### src/rtl/display_pkg.sv
// Shared types, constants and helpers for the multiplexed 14-segment display driver.
package display_pkg;

    localparam int unsigned SEG_W = 14;

    // Scan FSM: leading blanking gap, then the digit is driven for the rest of the slot.
    typedef enum logic {
        ST_BLANK = 1'b0,
        ST_SHOW  = 1'b1
    } scan_state_e;

    // Per-digit attributes as written on Attr_i.
    typedef struct packed {
        logic blink;
        logic dp;
    } attr_t;

    localparam logic [SEG_W-1:0] GLYPH_BLANK = 14'h0000;
    localparam logic [7:0]       ASCII_SPACE = 8'h20;

    // Segment bit positions (active-high). H/J/K/M are the diagonals,
    // I/L the upper/lower centre verticals, G1/G2 the split middle bar.
    localparam logic [SEG_W-1:0] SEG_A  = 14'h0001;  // top
    localparam logic [SEG_W-1:0] SEG_B  = 14'h0002;  // upper right
    localparam logic [SEG_W-1:0] SEG_C  = 14'h0004;  // lower right
    localparam logic [SEG_W-1:0] SEG_D  = 14'h0008;  // bottom
    localparam logic [SEG_W-1:0] SEG_E  = 14'h0010;  // lower left
    localparam logic [SEG_W-1:0] SEG_F  = 14'h0020;  // upper left
    localparam logic [SEG_W-1:0] SEG_G1 = 14'h0040;  // middle left
    localparam logic [SEG_W-1:0] SEG_H  = 14'h0080;  // diagonal upper left
    localparam logic [SEG_W-1:0] SEG_I  = 14'h0100;  // centre upper
    localparam logic [SEG_W-1:0] SEG_J  = 14'h0200;  // diagonal upper right
    localparam logic [SEG_W-1:0] SEG_G2 = 14'h0400;  // middle right
    localparam logic [SEG_W-1:0] SEG_K  = 14'h0800;  // diagonal lower left
    localparam logic [SEG_W-1:0] SEG_L  = 14'h1000;  // centre lower
    localparam logic [SEG_W-1:0] SEG_M  = 14'h2000;  // diagonal lower right

    // Fold lower-case ASCII onto upper case so the glyph table only needs one set.
    function automatic logic [7:0] fold_case(input logic [7:0] code);
        if ((code >= 8'h61) && (code <= 8'h7A)) begin
            return code - 8'h20;
        end
        return code;
    endfunction

endpackage

### src/rtl/ascii_14seg_rom.sv
// ASCII to 14-segment glyph table (active-high). Unlisted codes decode to blank.
module ascii_14seg_rom
    import display_pkg::*;
(
    input  logic [7:0]       code,
    output logic [SEG_W-1:0] glyph_c
);

    // Glyph lookup; expects upper-case letters.
    always_comb begin
        glyph_c = GLYPH_BLANK;
        case (code)
            8'h20: glyph_c = GLYPH_BLANK;
            8'h2A: glyph_c = SEG_G1 | SEG_G2 | SEG_H | SEG_I | SEG_J | SEG_K | SEG_L | SEG_M;
            8'h2B: glyph_c = SEG_G1 | SEG_G2 | SEG_I | SEG_L;
            8'h2D: glyph_c = SEG_G1 | SEG_G2;
            8'h2F: glyph_c = SEG_J | SEG_K;
            8'h30: glyph_c = SEG_A | SEG_B | SEG_C | SEG_D | SEG_E | SEG_F;
            8'h31: glyph_c = SEG_B | SEG_C;
            8'h32: glyph_c = SEG_A | SEG_B | SEG_G1 | SEG_G2 | SEG_E | SEG_D;
            8'h33: glyph_c = SEG_A | SEG_B | SEG_C | SEG_D | SEG_G2;
            8'h34: glyph_c = SEG_F | SEG_G1 | SEG_G2 | SEG_B | SEG_C;
            8'h35: glyph_c = SEG_A | SEG_F | SEG_G1 | SEG_G2 | SEG_C | SEG_D;
            8'h36: glyph_c = SEG_A | SEG_F | SEG_E | SEG_D | SEG_C | SEG_G1 | SEG_G2;
            8'h37: glyph_c = SEG_A | SEG_B | SEG_C;
            8'h38: glyph_c = SEG_A | SEG_B | SEG_C | SEG_D | SEG_E | SEG_F | SEG_G1 | SEG_G2;
            8'h39: glyph_c = SEG_A | SEG_B | SEG_C | SEG_D | SEG_F | SEG_G1 | SEG_G2;
            8'h3C: glyph_c = SEG_J | SEG_M;
            8'h3D: glyph_c = SEG_D | SEG_G1 | SEG_G2;
            8'h3E: glyph_c = SEG_H | SEG_K;
            8'h3F: glyph_c = SEG_A | SEG_B | SEG_G2 | SEG_L;
            8'h41: glyph_c = SEG_A | SEG_B | SEG_C | SEG_E | SEG_F | SEG_G1 | SEG_G2;
            8'h42: glyph_c = SEG_A | SEG_B | SEG_C | SEG_D | SEG_G2 | SEG_I | SEG_L;
            8'h43: glyph_c = SEG_A | SEG_D | SEG_E | SEG_F;
            8'h44: glyph_c = SEG_A | SEG_B | SEG_C | SEG_D | SEG_I | SEG_L;
            8'h45: glyph_c = SEG_A | SEG_D | SEG_E | SEG_F | SEG_G1;
            8'h46: glyph_c = SEG_A | SEG_E | SEG_F | SEG_G1;
            8'h47: glyph_c = SEG_A | SEG_C | SEG_D | SEG_E | SEG_F | SEG_G2;
            8'h48: glyph_c = SEG_B | SEG_C | SEG_E | SEG_F | SEG_G1 | SEG_G2;
            8'h49: glyph_c = SEG_A | SEG_D | SEG_I | SEG_L;
            8'h4A: glyph_c = SEG_B | SEG_C | SEG_D | SEG_E;
            8'h4B: glyph_c = SEG_E | SEG_F | SEG_G1 | SEG_J | SEG_M;
            8'h4C: glyph_c = SEG_D | SEG_E | SEG_F;
            8'h4D: glyph_c = SEG_B | SEG_C | SEG_E | SEG_F | SEG_H | SEG_J;
            8'h4E: glyph_c = SEG_B | SEG_C | SEG_E | SEG_F | SEG_H | SEG_M;
            8'h4F: glyph_c = SEG_A | SEG_B | SEG_C | SEG_D | SEG_E | SEG_F;
            8'h50: glyph_c = SEG_A | SEG_B | SEG_E | SEG_F | SEG_G1 | SEG_G2;
            8'h51: glyph_c = SEG_A | SEG_B | SEG_C | SEG_D | SEG_E | SEG_F | SEG_M;
            8'h52: glyph_c = SEG_A | SEG_B | SEG_E | SEG_F | SEG_G1 | SEG_G2 | SEG_M;
            8'h53: glyph_c = SEG_A | SEG_C | SEG_D | SEG_F | SEG_G1 | SEG_G2;
            8'h54: glyph_c = SEG_A | SEG_I | SEG_L;
            8'h55: glyph_c = SEG_B | SEG_C | SEG_D | SEG_E | SEG_F;
            8'h56: glyph_c = SEG_E | SEG_F | SEG_K | SEG_J;
            8'h57: glyph_c = SEG_B | SEG_C | SEG_E | SEG_F | SEG_K | SEG_M;
            8'h58: glyph_c = SEG_H | SEG_J | SEG_K | SEG_M;
            8'h59: glyph_c = SEG_H | SEG_J | SEG_L;
            8'h5A: glyph_c = SEG_A | SEG_D | SEG_J | SEG_K;
            8'h5F: glyph_c = SEG_D;
            default: glyph_c = GLYPH_BLANK;
        endcase
    end

endmodule

### src/rtl/display_14seg_mux.sv
// Multiplexed DIGITS-position 14-segment driver: character buffer, slot scan with
// blanking gap, blink/DP attributes and output polarity.
module display_14seg_mux
    import display_pkg::*;
#(
    parameter int unsigned DIGITS            = 4,
    parameter int unsigned SCAN_DIV          = 25000,
    parameter int unsigned BLANK_CYCLES      = 16,
    parameter int unsigned BLINK_DIV         = 64,
    parameter bit          COMMON_CATHODE    = 1'b1,
    parameter bit          DIGIT_ACTIVE_HIGH = 1'b1
) (
    input  logic                        Clock,
    input  logic                        Reset,
    input  logic                        Enable_i,
    input  logic                        Write_i,
    input  logic [$clog2(DIGITS)-1:0]   Address_i,
    input  logic [7:0]                  Data_i,
    input  logic [1:0]                  Attr_i,
    output logic [SEG_W-1:0]            Segments_o,
    output logic                        Dp_o,
    output logic [DIGITS-1:0]           Digit_o,
    output logic                        FrameStart_o
);

    localparam int unsigned AW = $clog2(DIGITS);
    localparam int unsigned CW = $clog2(SCAN_DIV);
    localparam int unsigned FW = (BLINK_DIV > 1) ? $clog2(BLINK_DIV) : 1;

    // Off-levels double as XOR masks: the active-high value XOR off-level gives the pin value.
    localparam logic [SEG_W-1:0]  SEG_OFF = COMMON_CATHODE ? {SEG_W{1'b0}} : {SEG_W{1'b1}};
    localparam logic              DP_OFF  = ~COMMON_CATHODE;
    localparam logic [DIGITS-1:0] DIG_OFF = DIGIT_ACTIVE_HIGH ? {DIGITS{1'b0}} : {DIGITS{1'b1}};

    logic [7:0]       buffer [DIGITS];
    attr_t            attr   [DIGITS];

    scan_state_e      state;
    logic [CW-1:0]    slot_cnt;
    logic [AW-1:0]    index;
    logic [FW-1:0]    frame_cnt;
    logic             blink_phase;

    logic [SEG_W-1:0] glyph_q;
    logic             dp_q;
    logic             hide_q;

    logic             slot_end_c;
    logic             blank_end_c;
    logic             last_digit_c;
    logic             frame_end_c;
    logic [7:0]       rom_code_c;
    logic [SEG_W-1:0] rom_glyph_c;

    logic             lit_c;
    logic [SEG_W-1:0] seg_c;
    logic             dp_c;
    logic [DIGITS-1:0] dig_c;
    logic             frame_start_c;

    assign slot_end_c   = (slot_cnt == CW'(SCAN_DIV - 1));
    assign blank_end_c  = (slot_cnt == CW'(BLANK_CYCLES - 1));
    assign last_digit_c = (index == AW'(DIGITS - 1));
    assign frame_end_c  = slot_end_c && last_digit_c;
    assign rom_code_c   = fold_case(buffer[index]);

    ascii_14seg_rom u_rom (
        .code    (rom_code_c),
        .glyph_c (rom_glyph_c)
    );

    // Character/attribute buffer; out-of-range addresses are dropped.
    always_ff @(posedge Clock or posedge Reset) begin
        if (Reset) begin
            for (int unsigned i = 0; i < DIGITS; i++) begin
                buffer[AW'(i)] <= ASCII_SPACE;
                attr[AW'(i)]   <= '0;
            end
        end else if (Write_i && (32'(Address_i) < DIGITS)) begin
            buffer[Address_i] <= Data_i;
            attr[Address_i]   <= attr_t'(Attr_i);
        end
    end

    // Scan FSM, slot/frame counters and per-slot glyph capture on SHOW entry.
    always_ff @(posedge Clock or posedge Reset) begin
        if (Reset) begin
            state       <= ST_BLANK;
            slot_cnt    <= '0;
            index       <= '0;
            frame_cnt   <= '0;
            blink_phase <= 1'b0;
            glyph_q     <= GLYPH_BLANK;
            dp_q        <= 1'b0;
            hide_q      <= 1'b0;
        end else begin
            slot_cnt <= slot_end_c ? '0 : slot_cnt + CW'(1);
            case (state)
                ST_BLANK: begin
                    if (blank_end_c) begin
                        state   <= ST_SHOW;
                        glyph_q <= rom_glyph_c;
                        dp_q    <= attr[index].dp;
                        hide_q  <= attr[index].blink & blink_phase;
                    end
                end
                ST_SHOW: begin
                    if (slot_end_c) begin
                        state <= ST_BLANK;
                        index <= last_digit_c ? '0 : index + AW'(1);
                    end
                end
                default: state <= ST_BLANK;
            endcase
            if (frame_end_c) begin
                if (frame_cnt == FW'(BLINK_DIV - 1)) begin
                    frame_cnt   <= '0;
                    blink_phase <= ~blink_phase;
                end else begin
                    frame_cnt <= frame_cnt + FW'(1);
                end
            end
        end
    end

    // Active-high drive values for the current slot position.
    always_comb begin
        lit_c         = (state == ST_SHOW) && Enable_i;
        seg_c         = GLYPH_BLANK;
        dp_c          = 1'b0;
        dig_c         = '0;
        frame_start_c = (state == ST_BLANK) && (slot_cnt == '0) && (index == '0);
        if (lit_c) begin
            dig_c = DIGITS'(1) << index;
            if (!hide_q) begin
                seg_c = glyph_q;
                dp_c  = dp_q;
            end
        end
    end

    // Output registers with polarity applied on the way in.
    always_ff @(posedge Clock or posedge Reset) begin
        if (Reset) begin
            Segments_o   <= SEG_OFF;
            Dp_o         <= DP_OFF;
            Digit_o      <= DIG_OFF;
            FrameStart_o <= 1'b0;
        end else begin
            Segments_o   <= seg_c ^ SEG_OFF;
            Dp_o         <= dp_c ^ DP_OFF;
            Digit_o      <= dig_c ^ DIG_OFF;
            FrameStart_o <= frame_start_c;
        end
    end

endmodule

### config.mk
export PLATFORM = sky130hd
export DESIGN_NAME = display_14seg_mux
export DESIGN_NICKNAME = d
export VERILOG_FILES = /design/src/rtl/display_pkg.sv /design/src/rtl/ascii_14seg_rom.sv /design/src/rtl/display_14seg_mux.sv
export SDC_FILE = /design/constraint.sdc
export NUM_CORES = 1
export LEC_CHECK = 0
export BUFFER_PORTS_ARGS = -buffer_cell sky130_fd_sc_hd__buf_2
export CAP_MARGIN = 20
export CORE_MARGIN = 2
export CORE_UTILIZATION = 41
export DETAILED_ROUTE_END_ITERATION = 7
export SLEW_MARGIN = 0
export SYNTH_ARGS = -nofsm -noshare
export SYNTH_HDL_FRONTEND = slang
export SYNTH_SLANG_ARGS = --single-unit
export TNS_END_PERCENT = 20
### constraint.sdc
create_clock -name Clock -period 4.8 [get_ports Clock]
set_input_delay 0.48 -clock Clock [delete_from_list [all_inputs] [get_ports Clock]]
set_output_delay 0.48 -clock Clock [all_outputs]
set_load 0.1 [all_outputs]
## Yosys cells after proc, flatten, opt, wreduce, memory -nomap -nowiden

Memories as Yosys holds them, arrays and structs flattened.
Index checks and enable logic that the tools add are counted.

- Register bits: 101
- Output and inout bits: 20
- Input port bits: 16
- ROM bits: 1,792
- Memories kept: 1

- Magnitude comparators: 5
- Multiplexer cells: 27
- Reductions and logical operators: 11
- Equality and inequality tests: 4
- Add/subtract/negate cells: 4
- Shifts and indexed selects: 1
- Bitwise operators: 5

Memory list:

| name | words | bits a word | read ports | clocked after Yosys merged registers in | wr ports | RTL line | RTL |
|---|---|---|---|---|---|---|---|
| (name not given) | 128 | 14 | 1 | 0 | 0 | ascii_14seg_rom.sv:12 | `case (code)` |

Operator list:

| operator | number |
|---|---|
| 14-bit 2-to-1 mux | 3 |
| 8-bit 2-to-1 mux | 5 |
| 32-bit bitwise mux | 1 |
| 8-bit binary-select mux with 2-bit select | 1 |
| 8-bit demux with 2-bit select | 1 |
| 15-bit by 1-bit adder with 15-bit output (second input constant) | 1 |
| 15-bit == test (second input constant) | 1 |
| 15-bit by 4-bit == test with 1-bit output (second input constant) | 1 |
| 15-bit logical NOT | 1 |
| 15-bit 2-to-1 mux | 1 |
| 8-bit bitwise mux | 1 |
| 8-bit by 7-bit greater-or-equal comparator with 1-bit output (second input constant) | 1 |
| 8-bit by 7-bit <= comparator with 1-bit output (second input constant) | 1 |
| 2-bit 2-to-1 mux | 4 |
| 8-bit by 6-bit subtractor with 8-bit output (second input constant) | 1 |
| 6-bit by 1-bit adder with 6-bit output (second input constant) | 1 |
| 6-bit == test (second input constant) | 1 |
| 3-bit greater-or-equal comparator (second input constant) | 2 |
| 1-bit logical AND | 6 |
| 6-bit 2-to-1 mux | 1 |
| 2-bit inverter with 3-bit output | 2 |
| 2-bit AND reduction | 3 |
| 1-bit 2-to-1 mux | 5 |
| 2-bit binary-select mux with 2-bit select | 1 |
| 10 further kinds | 11 |

## Depth between registers and ports, before layout

Gate-level depths: netlist (run 1).
An unclocked memory read counts as a cell.

- Depth after elaboration: 10
- Mapped depth: 13
- Depth with buffers taken out: 9

## Hierarchy

Synthesis (run 1) repeated with hierarchy kept, for this count alone.

- Cells, all modules: 459
- Area total of the unflattened synthesis: 5,355.1 um2

Modules (own cells, without submodules):

| module | cells an instance | area each (um2) | times used | seq. area each (um2) |
|---|---|---|---|---|
| display_14seg_mux | 309 | 4,360.4 | 1 | 2,532.4 |
| ascii_14seg_rom | 150 | 994.7 | 1 | 0.0 |

## Least setup slack after synthesis (run 1)

No wires, ideal clock.

- Path kind: reg2reg
- Start point: register index[0]
- End point: register glyph_q[1]
- Data arrival time: 2.888 ns
- Buffers on the path: 4
- Setup time: 0.083 ns
- Cell stages (with the launch flop): 14
- Clock period less this slack: 2.970 ns
- Setup slack: 1.830 ns
- Required time: 4.717 ns
- Cells stage by stage: dfrtp_1 buf_6 buf_2 mux4_2 inv_1 ha_1 buf_2 nor2b_1 a221oi_2 nor2_1 o41ai_2 nand3_1 buf_2 o21ai_0

- Word-level cells in the longest chain between the ends: 10

RTL lines:

| element | RTL line | RTL |
|---|---|---|
| start, declared | display_14seg_mux.sv:40 | `logic [AW-1:0] index;` |
| start signal, assigned | display_14seg_mux.sv:110 | `index <= last_digit_c ? '0 : index + AW'(1);` |
| 2-bit inverter with 3-bit output (implied by the code) * | display_14seg_mux.sv:65 | `assign rom_code_c = fold_case(buffer[index]);` |
| 8-bit binary-select mux with 2-bit select * | display_14seg_mux.sv:65 |  |
| 8-bit 2-to-1 mux (implied by the code) * (2 in series) | display_14seg_mux.sv:65 |  |
| 8-bit by 7-bit greater-or-equal comparator with 1-bit output or 8-bit by 7-bit <= comparator with 1-bit output (tied branches) | display_pkg.sv:40 | `if ((code >= 8'h61) && (code <= 8'h7A)) begin` |
| 1-bit logical AND | display_pkg.sv:40 |  |
| 1-bit 2-to-1 mux | display_pkg.sv:40 |  |
| 8-bit 2-to-1 mux * | display_pkg.sv:43 | `return code;` |
| memory read 128 x 14 bit | - |  |
| 14-bit 2-to-1 mux * | ascii_14seg_rom.sv:12 |  |
| end signal, assigned | display_14seg_mux.sv:102 | `glyph_q <= rom_glyph_c;` |
| end, declared | display_14seg_mux.sv:44 | `logic [SEG_W-1:0] glyph_q;` |

Every way passes the cells marked *; elsewhere a longest branch is shown, timed or not. The select of a mux whose other input is x is not followed.
A chain may end at the register's enable or synchronous reset.

## Worst setup path in the final report (run 1)

- Start point: register index[0]
- End point: register glyph_q[4]

The elaborated chain is that of the path after synthesis.

==> results of run 1 <==
==> critical path, stage by stage, from the launching register on <==
cell and delay [ns]:
sky130_fd_sc_hd__dfrtp_1 0.56, sky130_fd_sc_hd__mux4_2 0.70, sky130_fd_sc_hd__inv_1 0.20, sky130_fd_sc_hd__ha_1 0.36, sky130_fd_sc_hd__nor2b_1 0.10, sky130_fd_sc_hd__a221oi_2 0.28
sky130_fd_sc_hd__nor2_1 0.08, sky130_fd_sc_hd__o41ai_2 0.19, sky130_fd_sc_hd__nand3_1 0.48, sky130_fd_sc_hd__o31ai_1 0.40
==> placed cells by master, fill, tap and decap left out, types with 8 or more instances in the layout <==
cell                        synthesis  routed
sky130_fd_sc_hd__o21ai_0           23      23
sky130_fd_sc_hd__buf_2             13      35
sky130_fd_sc_hd__xor2_1            10      10
sky130_fd_sc_hd__o21ai_1            8       8
sky130_fd_sc_hd__a21oi_1           24      24
sky130_fd_sc_hd__nor2_1            29      29
sky130_fd_sc_hd__nor2b_1            8       8
sky130_fd_sc_hd__ha_1              16      16
sky130_fd_sc_hd__dfrtp_1           97      97
sky130_fd_sc_hd__inv_1             15      14
sky130_fd_sc_hd__a22oi_1            9       9
sky130_fd_sc_hd__mux2_2            46      46
sky130_fd_sc_hd__clkbuf_16          0       9
sky130_fd_sc_hd__nor3_1             8       8
sky130_fd_sc_hd__mux4_2            11      11
sky130_fd_sc_hd__nand2_1           43      43
sky130_fd_sc_hd__and2_1            16      16
==> worst paths after layout <==
kind,startpoint,end,depth (start not counted)
max in group asynchronous,Reset,buffer[5],3
setup reg to reg,index[0],glyph_q[4],9
hold / removal,Reset,Segments_o[1],2
setup / recovery,index[0],glyph_q[4],9
min in group Clock,Attr_i[1],attr[5],2
hold reg to reg,frame_cnt[4],frame_cnt[4],1
==> cell type report <==
type,instances,area (um2),area share [%]
clock buffers,12,256,4.45
clock inverters,4,32.5,0.565
inverters,15,58.8,1.02
multi-input cells,331,2460,42.7
flip-flops and latches,101,2530,44.0
well taps,172,215,3.74
repair buffers,39,205,3.56
==> power groups by stage <==
stage / Clock (mW) / Sequential (mW) / Combinational, mW
finish: 0.696 / 0.997 / 0.557
CTS: 0.719 / 0.997 / 0.557
floorplan: 0 / 1.08 / 0.374
global placement: 0 / 1.01 / 0.551
detailed placement: 0 / 1.01 / 0.555
global route: 0.752 / 1.01 / 0.611
==> state kept, by name, summed over array words and instances (netlist names), 2 cells and up <==
| signal | cells |
|---|---|
| Digit_o | 4 |
| Segments_o | 14 |
| attr | 8 |
| buffer | 32 |
| frame_cnt | 6 |
| glyph_q | 14 |
| index | 2 |
| slot_cnt | 15 |
==> metal layers <==
| metal | vias up | track usage (%) |
|---|---|---|
| met3 | 11 | 3.06 |
| met4 | 0 | 6.75 |
| met5 | - | 0 |
| met1 | 1787 | 24.1 |
| met2 | 73 | 26.2 |
| li1 | 1725 | - |
==> synth_stat cells (all sizes together), types with 5 or more instances <==
cell	instances	area, um2
mux2i	6	60.1
a21oi	24	120
clkbuf	10	37.5
mux2	46	518
and3	5	31.3
dfrtp	97	2430
nor3	8	40.0
nor2	32	128
o31ai	6	45.0
nand3	7	35.0
ha	16	200
nor2b	8	50.1
o21ai	31	155
a22oi	9	67.6
buf	18	95.1
xnor2	7	61.3
xor2	10	87.6
nand4	6	37.5
nand2	43	161
and2	16	100
mux4	11	248
inv	15	56.3
==> per-stage QoR <==
stage,cell area (um2),utilization (%),std cells,setup WS (ns),power [mW]
after floorplan,5180,-,475,1.68,1.45
after global placement,5470,43.9,658,1.41,1.56
after detailed placement,5470,43.9,658,1.34,1.57
after CTS,5760,46.2,674,1.33,2.27
after global routing,5760,46.2,674,1.07,2.37
final,5760,46.2,674,1.35,2.25
==> cells by family (layout without fill, tap and decap cells) <==
group                    Yosys count  in the layout  share of synthesized area (%)
multiplexers                      63             63                           15.9
AO/OA/AOI/OAI                     93             93                           11.3
AND/OR/NAND/NOR                  142            142                           13.5
XOR/XNOR                          17             17                           2.87
flip-flops                       101            101                           48.9
adder cells (fa/ha/maj)           16             16                           3.86
buffers and inverters             43             70                           3.65
==> results.rst, run 1 <==
.. list-table::
   :header-rows: 1

   * - Metric
     - Value
   * - Peak Freq
     - 0.290 GHz
   * - Number of sinks handled by clock tree synthesis
     - 101
   * - Wire length of the first global-routing pass
     - 17,900 um
   * - Core Footprint
     - 12,500 um2
   * - Bufs on Longest Clock Path
     - 2
   * - Net switching power
     - 0.712 mW
   * - Vertical die dimension
     - 116 um
   * - Final count of pins violating max slew
     - 0
   * - Setup skew after layout
     - 0.00773 ns
   * - H-tree depth
     - 3
   * - CTS resizes
     - 0
   * - Antenna-violating nets left
     - 0
   * - CP Data Required Time
     - 5.05 ns
   * - Residual DRC count
     - 0
   * - Number of hold-slack violations in the final timing report
     - 0
   * - Die footprint
     - 13,600 um2
   * - EDFF count, synth
     - 0
   * - Kind of launch point of the worst setup path
     - register
   * - Post-synthesis area per instance
     - 10.9 um2
   * - Skew-Pair Late Insertion Delay
     - 0.35 ns
   * - Setup repair after global routing missed its margin
     - false
   * - Static leakage
     - 2.56 nW
   * - Number of vias in the routed layout
     - 3,596
   * - Post-synthesis to final-layout area growth
     - 11.2%
   * - Worst Hold Slack
     - 0.279 ns
   * - Sum of overflow across all layers after global routing
     - 0
   * - Post-layout nets
     - 529
   * - IO Pins
     - 36
   * - Final setup violation count
     - 0
   * - Metal-1 WL
     - 5030 um
   * - Clock tree from TritonCTS
     - yes
   * - Count of inserted antenna diode cells
     - 0
   * - Pre-Repair DR Iteration Count
     - 4
   * - Setup Total Neg Slack
     - 0 ns
   * - Initial cell density of the core
     - 41.6%
   * - Final worst-path cycle share
     - 71.8%
   * - Vias per cell
     - 5.34
   * - CP Data Arrival Time
     - 3.70 ns
   * - Class of the tightest hold or removal check
     - input pin to asynchronous set/reset pin
   * - TritonCTS buffer count
     - 9
   * - Tmin final
     - 3.45 ns
   * - Wire length on met3
     - 411 um
   * - Largest net degree at the start of global routing
     - 65
   * - GP Congestion
     - 0.834
   * - Met2 wire len
     - 4900 um
   * - Net count after synthesis
     - 507
   * - Crit end category
     - register
   * - Status
     - finished clean
   * - Sequential cell area fraction in the yosys report
     - 48.9%
   * - X dimension of the die
     - 116 um
   * - Top layer used by detailed routing
     - met4
   * - Sequential group share of total power
     - 44.3%
   * - CTS root buffer
     - sky130_fd_sc_hd__clkbuf_16
   * - Gate count after technology mapping
     - 475
   * - Post-detail-place hpwl
     - 7220 um
   * - Async SR Flop Fraction
     - 100%
   * - Proportion of total power due to net switching
     - 31.7%
   * - Critical path peak fanout
     - 14
   * - Tot GR Track Use
     - 17.1%
   * - Category of the critical setup timing path
     - register to register
   * - Seq cells post-synth
     - 101
   * - Setup Fix Bufs, Post-CTS
     - 0
   * - Combinational cell fraction of total power
     - 24.7%
   * - Share of cells above drive strength 1
     - 24.7%
   * - Fill count
     - 1,151
   * - Post-CTS clock slew at the launch and capture registers of the worst setup and hold paths
     - 0.07 ns
   * - Peak supply drop
     - 227 uV
   * - Number of antenna violations at the first check in global routing
     - 0
   * - Share of power burned in the clock network
     - 30.9%
   * - Number of cell rows
     - 41
   * - Number of global-route vias before repair
     - 3,511
   * - Post-CTS Hold Buffers
     - 0
   * - Drt initial violations
     - 128
   * - Internal power component
     - 1.54 mW
   * - P per Cell Area
     - 391 nW/um2
   * - Reg-to-reg slack, setup
     - 1.35 ns
   * - Max-cap violation count
     - 0
   * - Average wire per standard cell
     - 15.6 um
   * - Wirelength, routed
     - 10,500 um
   * - Distinct cells, synth
     - 51
   * - Port Buffers
     - 35
   * - Synthesis Warnings
     - 0
   * - Cell area after synthesis
     - 5180 um2
   * - Slew headroom
     - 44.7%
   * - Commonest register cell after synthesis
     - sky130_fd_sc_hd__dfrtp_1
   * - Transition time of the tightest slew-check pin
     - 0.827 ns
(Power assumes the default switching activity.)
==> run 2: changes to the inputs <==
==> constraint.sdc (replaced) <==
create_clock -name Clock -period 3.2 [get_ports Clock]
set_input_delay 0.32 -clock Clock [delete_from_list [all_inputs] [get_ports Clock]]
set_output_delay 0.32 -clock Clock [all_outputs]
set_load 0.1 [all_outputs]
==> results.rst, run 2 (synthesis results as in run 1) <==
.. list-table::
   :header-rows: 1

   * - Metric
     - Value
   * - Status
     - finished clean
   * - P per Cell Area
     - 576 nW/um2 (+47%)
   * - Post-layout total power
     - 3.34 mW (+49%)
   * - Wire length of the first global-routing pass
     - 18,200 um (+1.8%)
   * - Final setup violation count
     - 0 (unchanged)
   * - Drt initial violations
     - 179 (+40%)
   * - Tmin final
     - 2.92 ns (-0.531 ns)
   * - Largest net degree at the start of global routing
     - 58 (-11%)
   * - Vertical die dimension
     - 116 um (unchanged)
   * - Post-CTS clock slew at the launch and capture registers of the worst setup and hold paths
     - 0.07 ns (about the same)
   * - X dimension of the die
     - 116 um (unchanged)
   * - Initial cell density of the core
     - 41.6% (unchanged)
   * - Crit end category
     - register
   * - Count of inserted antenna diode cells
     - 0 (unchanged)
   * - Max-cap violation count
     - 0 (unchanged)
   * - Number of sinks handled by clock tree synthesis
     - 101 (unchanged)
   * - Leading registers by flop count
     - buffer x32, slot_cnt x15
   * - Register with the most flip-flops
     - buffer
   * - Post-detail-place hpwl
     - 7770 um (+7.7%)
   * - Leading cell type in the layout, fill and taps excluded
     - sky130_fd_sc_hd__dfrtp_1
   * - Number of global-route vias before repair
     - 3,592 (+2.3%)
   * - TritonCTS buffer count
     - 9 (unchanged)
   * - Slew headroom
     - 47.8% (+3.2 points)
   * - Share of cells above drive strength 1
     - 25.6% (+0.93 points)
   * - Category of the critical setup timing path
     - register to register
   * - Setup Total Neg Slack
     - 0 ns (unchanged)
   * - Bufs on Longest Clock Path
     - 2 (unchanged)
   * - Sum of overflow across all layers after global routing
     - 0 (unchanged)
   * - Skew-Pair Late Insertion Delay
     - 0.35 ns (about the same)
   * - Final worst-path cycle share
     - 91.1% (+19 points)
   * - Critical R2R Launch
     - index[0]
   * - Antenna-violating nets left
     - 0 (unchanged)
   * - Core Footprint
     - 12,500 um2 (unchanged)
   * - Setup skew after layout
     - 0.0114 ns (+0.00363 ns)
   * - Most frequent cells in the layout
     - 97 x sky130_fd_sc_hd__dfrtp_1, 46 x sky130_fd_sc_hd__mux2_2, 43 x sky130_fd_sc_hd__nand2_1
   * - CP Data Arrival Time
     - 3.17 ns (-0.53 ns)
   * - Die footprint
     - 13,600 um2 (unchanged)
   * - Clock tree from TritonCTS
     - yes
   * - Number of antenna violations at the first check in global routing
     - 0 (unchanged)
   * - Final design area excluding fillers
     - 5810 um2 (+0.80%)
   * - Number of cell rows
     - 41 (unchanged)
   * - H-tree depth
     - 3 (unchanged)
   * - CP Data Required Time
     - 3.45 ns (-1.60 ns)
   * - Residual DRC count
     - 0 (unchanged)
   * - Kind of launch point of the worst setup path
     - register
   * - Max reg flops
     - 32 (unchanged)
   * - Placed cell areas
     - 5540 um2 (+1.2%)
   * - Average wire per standard cell
     - 15.8 um (+1.5%)
   * - Sequential group share of total power
     - 44.8% (+0.5 points)
   * - Reg-to-reg slack, setup
     - 0.28 ns (-1.07 ns)
   * - Number of vias in the routed layout
     - 3,621 (+0.70%)
   * - Final count of pins violating max slew
     - 0 (unchanged)
   * - Fin util
     - 46.6% (+0.37 points)
   * - Static leakage
     - 2.60 nW (+1.5%)
   * - Share of power burned in the clock network
     - 29.3% (-1.6 points)
   * - Internal power component
     - 2.28 mW (+48%)
   * - Setup Fix Bufs, Post-CTS
     - 0 (unchanged)
   * - Number of hold-slack violations in the final timing report
     - 0 (unchanged)
   * - Tot GR Track Use
     - 17.5% (+0.44 points)
   * - Port Buffers
     - 35 (unchanged)
   * - Proportion of total power due to net switching
     - 31.7% (+0.092 points)
   * - Peak Freq
     - 0.343 GHz (+18%)
   * - GP Congestion
     - 0.877 (+5.2%)
   * - IO Pins
     - 36 (unchanged)
   * - Origin of the worst setup path
     - index[0]
   * - Net switching power
     - 1.06 mW (+49%)
   * - Combinational cell fraction of total power
     - 25.9% (+1.2 points)
   * - CTS root buffer
     - sky130_fd_sc_hd__clkbuf_16
   * - Setup repair after global routing missed its margin
     - false
   * - Wirelength, routed
     - 10,800 um (+2.9%)
   * - Class of the tightest hold or removal check
     - input pin to asynchronous set/reset pin
   * - Post-synthesis to final-layout area growth
     - 12.1%
   * - Vias per cell
     - 5.30 (-0.63%)
   * - Critical path peak fanout
     - 14 (unchanged)
   * - Pre-Repair DR Iteration Count
     - 4 (unchanged)
   * - Peak supply drop
     - 291 uV (+28%)
   * - Post-layout nets
     - 538 (+1.7%)
   * - Transition time of the tightest slew-check pin
     - 0.780 ns (-0.0471 ns)
==> run 2: worst max-delay path: stages, from the launching register on <==
cell	delay, ns
sky130_fd_sc_hd__dfrtp_1	0.38
sky130_fd_sc_hd__buf_4	0.20
sky130_fd_sc_hd__mux4_2	0.65
sky130_fd_sc_hd__inv_1	0.21
sky130_fd_sc_hd__ha_1	0.20
sky130_fd_sc_hd__and4b_1	0.21
sky130_fd_sc_hd__o41ai_2	0.32
sky130_fd_sc_hd__nand3_2	0.31
sky130_fd_sc_hd__o31ai_1	0.34
==> run 2: final timing paths <==
| check | end | cells past startpoint |
|---|---|---|
| hold / removal | slot_cnt[9] | 2 |
| min in group Clock | buffer[26] | 2 |
| max in group asynchronous | glyph_q[6] | 3 |
| hold reg to reg | frame_cnt[4] | 1 |
| setup reg to reg | glyph_q[4] | 8 |
| setup / recovery | glyph_q[4] | 8 |
==> run 2: layout make-up <==
cell class / count / area, um2
well taps: 172 / 215
clock inverters: 3 / 22.5
clock buffers: 13 / 240
fillers: 1158 / 6660
multi-input cells: 331 / 2470
repair buffers: 48 / 273
flip-flops and latches: 101 / 2530
inverters: 15 / 58.8
==> run 2: power by group through the flow <==
stage / Sequential, mW / Combinational [mW] / Clock [mW]
after floorplan: 1.62 / 0.561 / 0
after global placement: 1.51 / 0.858 / 0
after detailed placement: 1.52 / 0.863 / 0
after CTS: 1.50 / 0.867 / 1.01
after global routing: 1.52 / 0.955 / 1.07
final: 1.50 / 0.867 / 0.978
==> run 2: timing repair <==
action,4_1_cts,5_1_grt
setup endpoints to repair,0,5
gates resized for setup,0,1
hold buffers,0,0
==> run 2: through the flow <==
stage / worst slack [ns] / instances / hold slack, ns
floorplan: 0.230 / 475 / 0.441
global placement: 0.250 / 667 / 0.457
detailed placement: 0.192 / 667 / 0.457
CTS: 0.169 / 683 / 0.103
global route: 0.0512 / 683 / 0.151
finish: 0.283 / 683 / 0.0794
==> run 2: per-layer routing <==
layer  up-vias  global-route usage, %  part of all wire [%]
met5         -                      0                     0
li1       1759                      -                     -
met4         0                   6.75                   1.7
met1      1781                   24.3                    47
met3        12                   2.96                   3.5
met2        69                   27.7                    48
==> run 3: changes to the inputs <==
--- a/config.mk
+++ b/config.mk
@@ -10,6 +10,7 @@
 export CORE_MARGIN = 2
 export CORE_UTILIZATION = 41
 export DETAILED_ROUTE_END_ITERATION = 7
+export SETUP_SLACK_MARGIN = 0.5
 export SLEW_MARGIN = 0
 export SYNTH_ARGS = -nofsm -noshare
 export SYNTH_HDL_FRONTEND = slang
==> results.rst, run 3 (synthesis results as in run 1) <==
.. list-table::
   :header-rows: 1

   * - Metric
     - Value
   * - Status
     - finished clean
   * - Most frequent cells in the layout
     - 95 x sky130_fd_sc_hd__dfrtp_1, 46 x sky130_fd_sc_hd__mux2_2, 43 x sky130_fd_sc_hd__nand2_1
   * - Critical R2R Launch
     - index[1]
   * - Proportion of total power due to net switching
     - 30.7% (-1.1 points)
   * - Leading cell type in the layout, fill and taps excluded
     - sky130_fd_sc_hd__dfrtp_1
   * - Drt initial violations
     - 145 (-19%)
   * - Number of hold-slack violations in the final timing report
     - 0 (unchanged)
   * - Tmin final
     - 2.58 ns (-0.336 ns)
   * - Antenna-violating nets left
     - 0 (unchanged)
   * - CP Data Arrival Time
     - 2.85 ns (-0.32 ns)
   * - Final worst-path cycle share
     - 80.6% (-11 points)
   * - GP Congestion
     - 0.880 (+0.34%)
   * - Clock tree from TritonCTS
     - yes
   * - Max reg flops
     - 32 (unchanged)
   * - Skew-Pair Late Insertion Delay
     - 0.35 ns (about the same)
   * - CTS root buffer
     - sky130_fd_sc_hd__clkbuf_16
   * - Static leakage
     - 2.64 nW (+1.6%)
   * - Count of placed standard cells including taps
     - 667 (unchanged)
   * - Transition time of the tightest slew-check pin
     - 0.862 ns (+0.0827 ns)
   * - Setup repair after global routing missed its margin
     - true
   * - Reg2Reg Depth
     - 7 (-1)
   * - Max-cap violation count
     - 0 (unchanged)
   * - Post-CTS Hold Buffers
     - 0 (unchanged)
   * - Post-CTS clock slew at the launch and capture registers of the worst setup and hold paths
     - 0.07 ns (about the same)
   * - Post-detail-place hpwl
     - 7380 um (-5.0%)
   * - Internal power component
     - 2.41 mW (+5.7%)
   * - Share of power burned in the clock network
     - 31.5% (+2.2 points)
   * - Post-layout nets
     - 542 (+0.74%)
   * - Tot GR Track Use
     - 16.6% (-0.87 points)
   * - X dimension of the die
     - 116 um (unchanged)
   * - Final std cells w/o fill
     - 687 (+0.59%)
   * - Wire length of the first global-routing pass
     - 17,400 um (-4.1%)
   * - Number of cell rows
     - 41 (unchanged)
   * - Leading registers by flop count
     - buffer x32, slot_cnt x15
   * - Residual DRC count
     - 0 (unchanged)
   * - P per Cell Area
     - 588 nW/um2 (+2.1%)
   * - Sequential group share of total power
     - 43.2% (-1.6 points)
   * - Class of the tightest hold or removal check
     - input pin to asynchronous set/reset pin
   * - Number of global-route vias before repair
     - 3,495 (-2.7%)
   * - Largest net degree at the start of global routing
     - 63 (+8.6%)
   * - Number of antenna violations at the first check in global routing
     - 0 (unchanged)
   * - Wirelength, routed
     - 10,900 um (+0.67%)
   * - Number of sinks handled by clock tree synthesis
     - 101 (unchanged)
   * - Fill count
     - 1,151 (-0.60%)
   * - Peak Freq
     - 0.388 GHz (+13%)
   * - IO Pins
     - 36 (unchanged)
   * - Register with the most flip-flops
     - buffer
   * - Average wire per standard cell
     - 15.9 um (about the same)
   * - Count of inserted antenna diode cells
     - 0 (unchanged)
   * - Final count of pins violating max slew
     - 0 (unchanged)
   * - Peak supply drop
     - 342 uV (+17%)
   * - Combinational cell fraction of total power
     - 25.3% (-0.6 points)
   * - Category of the critical setup timing path
     - register to register
   * - Bufs on Longest Clock Path
     - 2 (unchanged)
   * - Sum of overflow across all layers after global routing
     - 0 (unchanged)
   * - Critical path peak fanout
     - 11 (-3)
   * - Core Footprint
     - 12,500 um2 (unchanged)
   * - Die footprint
     - 13,600 um2 (unchanged)
   * - Share of cells above drive strength 1
     - 27.4% (+1.7 points)
   * - Crit end category
     - register
   * - Post-synthesis to final-layout area growth
     - 14.2%
   * - Net switching power
     - 1.07 mW (+0.63%)
   * - TritonCTS buffer count
     - 9 (unchanged)
   * - Setup skew after layout
     - 0.00829 ns (-0.00307 ns)
   * - Final setup violation count
     - 0 (unchanged)
   * - Slew headroom
     - 42.4% (-5.4 points)
   * - Vertical die dimension
     - 116 um (unchanged)
   * - Pre-Repair DR Iteration Count
     - 5 (+1)
   * - Worst reg2reg endpoint
     - glyph_q[1]
   * - Setup Total Neg Slack
     - 0 ns (unchanged)
   * - H-tree depth
     - 3 (unchanged)
   * - Reg-to-reg slack, setup
     - 0.62 ns (+0.34 ns)
   * - CP Data Required Time
     - 3.47 ns (+0.02 ns)
   * - Port Buffers
     - 35 (unchanged)
   * - Number of vias in the routed layout
     - 3,700 (+2.2%)
   * - Initial cell density of the core
     - 41.6% (unchanged)
   * - Vias per cell
     - 5.39 (+1.6%)
   * - Kind of launch point of the worst setup path
     - register
run 3: power by group through the flow:
stage	Clock (mW)	Combinational [mW]	Sequential [mW]
2_1_floorplan	0	0.561	1.62
3_3_place_gp	0	0.853	1.51
3_5_place_dp	0	0.855	1.52
4_1_cts	1.12	0.866	1.49
5_1_grt	1.18	0.965	1.52
6_report	1.10	0.880	1.50
run 3: critical path: stages (launching register included):
cell,delay [ns]
sky130_fd_sc_hd__dfrtp_2,0.54
sky130_fd_sc_hd__buf_4,0.27
sky130_fd_sc_hd__mux4_2,0.36
sky130_fd_sc_hd__nand2b_1,0.17
sky130_fd_sc_hd__or4_1,0.66
sky130_fd_sc_hd__nor2_2,0.28
sky130_fd_sc_hd__a32oi_1,0.13
sky130_fd_sc_hd__o21ai_0,0.09
run 3: area by class of cell:
| cell class | instances | area (um2) | area share [%] |
|---|---|---|---|
| multi-input combinational | 332 | 2500 | 42.2 |
| timing repair buffer | 51 | 312 | 5.26 |
| sequential | 101 | 2530 | 42.8 |
| clock buffer | 14 | 264 | 4.46 |
| clock inverter | 2 | 35.0 | 0.592 |
| tap | 172 | 215 | 3.63 |
| inverter | 15 | 60.1 | 1.01 |
run 3: repair_timing:
action                     in CTS  in global routing
setup endpoints to repair      14                  9
setup buffers                   2                  1
cloned                          0                  1
gates resized for setup         3                  5
run 3: worst max path at each step:
stage,slack [ns],end,from
after detailed placement,0.33,glyph_q[5],index[0]
after floorplan,0.29,glyph_q[1],index[0]
final,0.62,glyph_q[1],index[1]
after CTS,0.51,glyph_q[5],index[0]
after global routing,0.49,glyph_q[1],index[0]
after global placement,0.43,glyph_q[5],index[0]
run 3: per-stage QoR:
step                power (mW)  hold WS [ns]  cell area [um2]  util [%]  setup slack (ns)
CTS                       3.49         0.151             5870      47.1             0.511
detailed placement        2.37         0.457             5550      44.6             0.330
global route              3.66         0.194             5920      47.5             0.489
finish                    3.48         0.121             5920      47.5             0.620
floorplan                 2.18         0.441             5190         -             0.292
global placement          2.37         0.460             5550      44.6             0.426
run 3: routing by layer:
layer / part of all wire, % / global-route usage, % / vias to the layer above / wire length [um]
met1: 46 / 22.6 / 1817 / 5020
met4: 2.0 / 7.78 / 0 / 221
met5: 0 / 0 / - / 0
li1: - / - / 1763 / -
met3: 5.2 / 3.43 / 17 / 563
met2: 47 / 25.7 / 103 / 5090
